## src/rtl/reg_bank_writer.sv

```systemverilog
// ----------------------------------------------------------------------------
// reg_bank_writer
//   A small register bank that readers pull values from through a
//   combinational read port. It fills itself with constants and then takes
//   writes:
//     - After reset it steps through the entries, one per cycle, and loads
//       INIT_VALUE into each. This is the init sweep.
//     - After the sweep it accepts valid/ready write requests.
//     - A reinit pulse in RUN starts the sweep again.
//
// Ports
//   clock      in   rising-edge clock
//   reset_n    in   asynchronous active-low reset
//   reinit     in   restart the init sweep (only honoured in RUN)
//   wr_valid   in   write request valid
//   wr_ready   out  write request ready (RUN and no concurrent reinit)
//   wr_addr    in   write entry index
//   wr_data    in   write data
//   rd_addr    in   read entry index
//   rd_data    out  bank[rd_addr]; zero when rd_addr is past the last entry
//   init_done  out  high once the sweep has finished
//   wr_err     out  sticky flag: an accepted write hit a non-existent entry
// ----------------------------------------------------------------------------

// One bank entry: a load-enabled register that resets to zero.
module reg_bank_entry #(
    parameter int WIDTH = 8
) (
    input  logic             clock,
    input  logic             reset_n,
    input  logic             we,
    input  logic [WIDTH-1:0] wdata,
    output logic [WIDTH-1:0] q
);
    logic [WIDTH-1:0] data_q, data_d;

    always_comb begin
        data_d = data_q;
        if (we) data_d = wdata;
    end

    always_ff @(posedge clock or negedge reset_n) begin
        if (!reset_n) data_q <= '0;
        else          data_q <= data_d;
    end

    assign q = data_q;
endmodule

module reg_bank_writer #(
    parameter int          WIDTH      = 8,
    parameter int          DEPTH      = 4,
    parameter int unsigned INIT_VALUE = 7,
    localparam int         ADDR_W     = $clog2(DEPTH)
) (
    input  logic              clock,
    input  logic              reset_n,
    input  logic              reinit,
    input  logic              wr_valid,
    output logic              wr_ready,
    input  logic [ADDR_W-1:0] wr_addr,
    input  logic [WIDTH-1:0]  wr_data,
    input  logic [ADDR_W-1:0] rd_addr,
    output logic [WIDTH-1:0]  rd_data,
    output logic              init_done,
    output logic              wr_err
);
    localparam logic [WIDTH-1:0]  INIT_W   = WIDTH'(INIT_VALUE);
    localparam logic [ADDR_W-1:0] LAST_IDX = ADDR_W'(DEPTH - 1);

    typedef enum logic {ST_INIT, ST_RUN} state_t;

    typedef struct packed {
        logic [ADDR_W-1:0] addr;
        logic [WIDTH-1:0]  data;
    } wr_req_t;

    state_t            state_q, state_d;
    logic [ADDR_W-1:0] idx_q, idx_d;
    logic              init_done_q, init_done_d;
    logic              wr_err_q, wr_err_d;

    wr_req_t                       req;
    logic                          wr_fire;
    logic [DEPTH-1:0]              addr_hit;
    logic [DEPTH-1:0]              ent_we;
    logic [WIDTH-1:0]              ent_wdata;
    logic [DEPTH-1:0][WIDTH-1:0]   ent_q;

    assign req      = '{addr: wr_addr, data: wr_data};
    // reinit takes priority over a write in the same cycle, so ready drops
    // combinationally and the handshake cannot complete.
    assign wr_ready = (state_q == ST_RUN) && !reinit;
    assign wr_fire  = wr_valid && wr_ready;

    // One-hot decode of the write address. No bit is set for an
    // out-of-range address, so no entry can be touched by it.
    always_comb begin
        addr_hit = '0;
        for (int i = 0; i < DEPTH; i++)
            if (req.addr == ADDR_W'(i)) addr_hit[i] = 1'b1;
    end

    always_comb begin
        state_d     = state_q;
        idx_d       = idx_q;
        init_done_d = init_done_q;
        wr_err_d    = wr_err_q;
        ent_we      = '0;
        ent_wdata   = INIT_W;
        case (state_q)
            ST_INIT: begin
                for (int i = 0; i < DEPTH; i++)
                    if (idx_q == ADDR_W'(i)) ent_we[i] = 1'b1;
                if (idx_q == LAST_IDX) begin
                    idx_d       = '0;
                    state_d     = ST_RUN;
                    init_done_d = 1'b1;
                end else begin
                    idx_d = idx_q + 1'b1;
                end
            end
            ST_RUN: begin
                if (reinit) begin
                    // Entries keep their values until the sweep overwrites them.
                    state_d     = ST_INIT;
                    idx_d       = '0;
                    init_done_d = 1'b0;
                end else if (wr_fire) begin
                    ent_wdata = req.data;
                    ent_we    = addr_hit;
                    if (addr_hit == '0) wr_err_d = 1'b1;
                end
            end
            default: begin
                state_d = ST_INIT;
                idx_d   = '0;
            end
        endcase
    end

    always_ff @(posedge clock or negedge reset_n) begin
        if (!reset_n) begin
            state_q     <= ST_INIT;
            idx_q       <= '0;
            init_done_q <= 1'b0;
            wr_err_q    <= 1'b0;
        end else begin
            state_q     <= state_d;
            idx_q       <= idx_d;
            init_done_q <= init_done_d;
            wr_err_q    <= wr_err_d;
        end
    end

    for (genvar g = 0; g < DEPTH; g++) begin : g_ent
        reg_bank_entry #(.WIDTH(WIDTH)) u_ent (
            .clock   (clock),
            .reset_n (reset_n),
            .we      (ent_we[g]),
            .wdata   (ent_wdata),
            .q       (ent_q[g])
        );
    end

    // The read mux has no write bypass. A read of the entry being written
    // returns the old value until the next cycle.
    always_comb begin
        rd_data = '0;
        for (int i = 0; i < DEPTH; i++)
            if (rd_addr == ADDR_W'(i)) rd_data = ent_q[i];
    end

    assign init_done = init_done_q;
    assign wr_err    = wr_err_q;
endmodule

```

## config.mk

```make
export PLATFORM = sky130hd
export DESIGN_NAME = reg_bank_writer
export DESIGN_NICKNAME = d
export VERILOG_FILES = /design/src/rtl/reg_bank_writer.sv
export SDC_FILE = /design/constraint.sdc
export NUM_CORES = 1
export LEC_CHECK = 0
export CORE_MARGIN = 2
export CORE_UTILIZATION = 54
export DETAILED_ROUTE_END_ITERATION = 10
export GPL_ROUTABILITY_DRIVEN = 0
export HOLD_SLACK_MARGIN = 0.06
export PLACE_DENSITY = 0.81
export SKIP_LAST_GASP = 1
export SLEW_MARGIN = 20
export SYNTH_ARGS = -nofsm -noshare
export SYNTH_HDL_FRONTEND = slang
export SYNTH_SLANG_ARGS = --single-unit
export TNS_END_PERCENT = 20
```

## constraint.sdc

```tcl
create_clock -name clock -period 1.7 [get_ports clock]
set_input_delay 0.17 -clock clock [delete_from_list [all_inputs] [get_ports clock]]
set_output_delay 0.17 -clock clock [all_outputs]
set_load 0.01 [all_outputs]
```

==> results.toml <==
[sta]
hold-worst-slack_ns = 0.2294
rsz0062_at_grt = "true"
timing.slew.headroom = 0.6824
final-setup-viol-count = 6
tightest_slew_ns = 0.4764
period_share = 1.021
final_critical_path_setup_slack_ns = -0.03606
period_needed_ns = 1.736
final.setup_skew_ns = 0.01728
max_freq_mhz = 576.0
report.final.hold_viol_count = 0
drv_slew = 0

[power_and_ir_drop]
combinationalPowerShare = 0.319
cellInternalPower_uw = 1845
worst_ir_drop_on_vdd_v = 0.0006810
power.share.sequential = 0.436
net-switching-power_uw = 858.1
cellPowerDensity_nw_per_um2 = 1134
power.static_leakage_uw = 0.001097
clockPowerShare = 0.246
netSwitchingFraction = 0.3174

[hold_path]
min_path_type = "primary input to async pin"

[floorplan]
floorplan.initialDensity = 0.5677
dieWidth_um = 63.46
placeableCoreArea_um2 = 3363
die_area_um2 = 4027
io_pins = 27
die-height_um = 63.46
floorplan.rows = 21

[layout]
layout.nets = 206
drive_gt1_frac = 0.2781
antenna_cells_inserted = 0
regArea_um2 = 925.9
mostFrequentLayoutCell = "sky130_fd_sc_hd__dfrtp_1"
layout.cells.most_common_list = "sky130_fd_sc_hd__dfrtp_1, sky130_fd_sc_hd__nand2_1, sky130_fd_sc_hd__mux2i_1"
multi_input_logic_area_um2 = 888.4
finalCoreUtilization = 0.7087
layout.cells.non_filler = 233
fillerInstances = 256
area_delta_synth_final_pct = 24.84

[detailed_routing]
number_of_nets_still_failing_antenna_checks_after_routing = 0
drt_iter0_markers = 60
vias = 1248
drtPass1Iterations = 4
post_drt_wl_per_cell_um = 17.03
wirelength_um = 3968
mean_number_of_vias_per_cell = 5.356
drc = 0

[clock_network]
clock_insertion_delay_worst_skew_ns = 0.36
cts_root_buf = "sky130_fd_sc_hd__clkbuf_4"
tritoncts = "done"
post_cts_hold_buffer_count = 0
cts_sinks = 37
clock_tree.htree_level_count = 2
clockBufferDepth = 2
cts_buffers = 5
clk_transition_reported_paths_ns = 0.13

[global_route]
peak_usage_layer_in_the_global_routing_report = "met2"
grt_start_max_net_pins = 38
grt.met3_usage = 0.05000
grt_overflow_total = 0
first_pass_grt_wire_length_um = 6651
grt_antenna_before_repair = 0
grtUsageMet2 = 0.3868
first_global_vias = 1365
grt_use_total = 0.2211
gr-usage-met1 = 0.2800

[worst_setup_path]
cp_max_fo = 8
critical_path.top_delay_family = "buffers and inverters"
crit_chain = "clkdlybuf4s50_1 -> buf_12 -> mux4_2 -> clkdlybuf4s15_2"
worstSetupStartpointType = "primary input"
timing.setup.critical_path_class = "primary input to output pin"
timing.critical_path.slowest_stage_cell = "sky130_fd_sc_hd__clkdlybuf4s50_1"
critPathArrivalTime_ns = 1.57
critical_path.endpoint_type = "output pin"
cp_slowest_stage_delay_ns = 0.50
cp.required_ns = 1.53
critPathBufInv = 3

[logic_synthesis]
synth_fp_nets = 166
yosys_warnings = 0
netlist_instances = 146
syn_area_per_cell_um2 = 13.08
synth.ff_latch_count = 37
synth_cell_type_count = 22
synth.cell_area_um2 = 1909
synth_seq_area_share = 0.4849

[place]
port-buffer-count = 26
placedCellCount = 225
post-dp-hpwl_um = 2856

[outcome]
violations = "setup timing"
status = "finished with violations"

[flow_run]
maximum_capacitance_violations = 0
[flip-flops by register name (all words and copies together) (netlist names)]
name           cells
idx_q              2
init_done          1
state_q            1
wr_err             1
g_ent.u_ent.q     32
[what timing repair did]
item	in CTS	in global routing
buffers inserted	0	0
gates resized for setup	19	1
setup endpoints to repair	8	8
pin swaps	0	0
[routing by layer]
metal / vias to the layer above / part of all wire / routed length [um]
met2: 28 / 0.52 / 2054
met3: 5 / 0.038 / 152
met4: 0 / 0.011 / 42
li1: 582 / - / -
met1: 633 / 0.43 / 1718
met5: - / 0 / 0
[cell usage after synthesis]
| master | number | area [um^2] |
|---|---|---|
| sky130_fd_sc_hd__mux2i_1 | 20 | 200.2 |
| sky130_fd_sc_hd__mux4_2 | 8 | 180.2 |
| sky130_fd_sc_hd__inv_1 | 9 | 33.78 |
| sky130_fd_sc_hd__nor2_1 | 1 | 3.750 |
| sky130_fd_sc_hd__nand4_4 | 1 | 21.27 |
| sky130_fd_sc_hd__nor2b_4 | 1 | 13.76 |
| sky130_fd_sc_hd__and4b_1 | 1 | 10.01 |
| sky130_fd_sc_hd__and4bb_1 | 1 | 12.51 |
| sky130_fd_sc_hd__nand2b_1 | 14 | 87.58 |
| sky130_fd_sc_hd__o22ai_1 | 1 | 6.260 |
| sky130_fd_sc_hd__buf_6 | 4 | 45.04 |
| sky130_fd_sc_hd__buf_1 | 1 | 3.750 |
| sky130_fd_sc_hd__o21ai_0 | 2 | 10.01 |
| sky130_fd_sc_hd__clkbuf_1 | 2 | 7.510 |
| sky130_fd_sc_hd__mux2_2 | 3 | 33.78 |
| sky130_fd_sc_hd__ha_1 | 4 | 50.05 |
| sky130_fd_sc_hd__mux2_4 | 9 | 135.1 |
| sky130_fd_sc_hd__nand2_1 | 22 | 82.58 |
| sky130_fd_sc_hd__dfrtp_1 | 37 | 925.9 |
| sky130_fd_sc_hd__buf_2 | 1 | 5.000 |
| sky130_fd_sc_hd__nand4b_2 | 1 | 15.01 |
| sky130_fd_sc_hd__nand2b_2 | 3 | 26.28 |
[worst register-to-register path: cells and delay by family (launching register included)]
kind	cells	cell delay (ns)
buffers and inverters	1	0.22
multiplexers	1	0.19
AND/OR/NAND/NOR	2	0.67
flip-flops	1	0.36
[stage by stage]
stage | setup WS (ns) | cell area [um^2] | TNS, ns | power, uW
after detailed placement | -0.2947 | 2303 | -2.660 | 2088
after floorplan | 0.2601 | 1909 | 0 | 1706
final | -0.03606 | 2384 | -0.1820 | 2703
after global routing | -0.08771 | 2384 | -0.4552 | 2860
after CTS | -0.04887 | 2389 | -0.3066 | 2727
after global placement | -0.2889 | 2303 | -2.232 | 2036
[cell type report]
type | instances | area share
Timing Repair Buffer | 41 | 0.1633
Inverter | 9 | 0.01417
Tap cell | 46 | 0.02415
Multi-Input combinational cell | 92 | 0.3727
Clock buffer | 6 | 0.02152
Sequential cell | 37 | 0.3885
Clock inverter | 2 | 0.01575
[worst paths after layout]
path	startpoint	to	slack, ns	cells after the start
worst min-delay path	reset_n	g_ent[0].u_ent.q[0]$_DFFE_PN0P_	0.23	2
worst min register to register	wr_err$_DFFE_PN0P_	wr_err$_DFFE_PN0P_	0.39	0
worst max register to register	state_q$_DFF_PN0_	g_ent[0].u_ent.q[7]$_DFFE_PN0P_	0.20	4
worst max-delay path	rd_addr[0]	rd_data[7]	-0.04	4
max in group asynchronous	reset_n	g_ent[3].u_ent.q[7]$_DFFE_PN0P_	1.13	2
min in group clock	wr_err$_DFFE_PN0P_	wr_err$_DFFE_PN0P_	0.39	0
[logic make-up after synthesis]
family	count (synthesis)	share of synthesized area
and+or+nand+nor	45	0.1429
muxes	40	0.2877
DFF	37	0.4849
buffers and inverters	17	0.04980
adders and majority gates	4	0.02621
AOI/OAI and AO/OA	3	0.008521
[power groups by stage]
stage | logic [uW] | registers (uW) | clock network (uW)
2_1_floorplan | 535 | 1170 | 0
3_3_place_gp | 854 | 1180 | 0
3_5_place_dp | 894 | 1190 | 0
4_1_cts | 877 | 1180 | 672
5_1_grt | 954 | 1200 | 705
6_report | 861 | 1180 | 665
No activity file was read; power rests on OpenSTA's default activity.
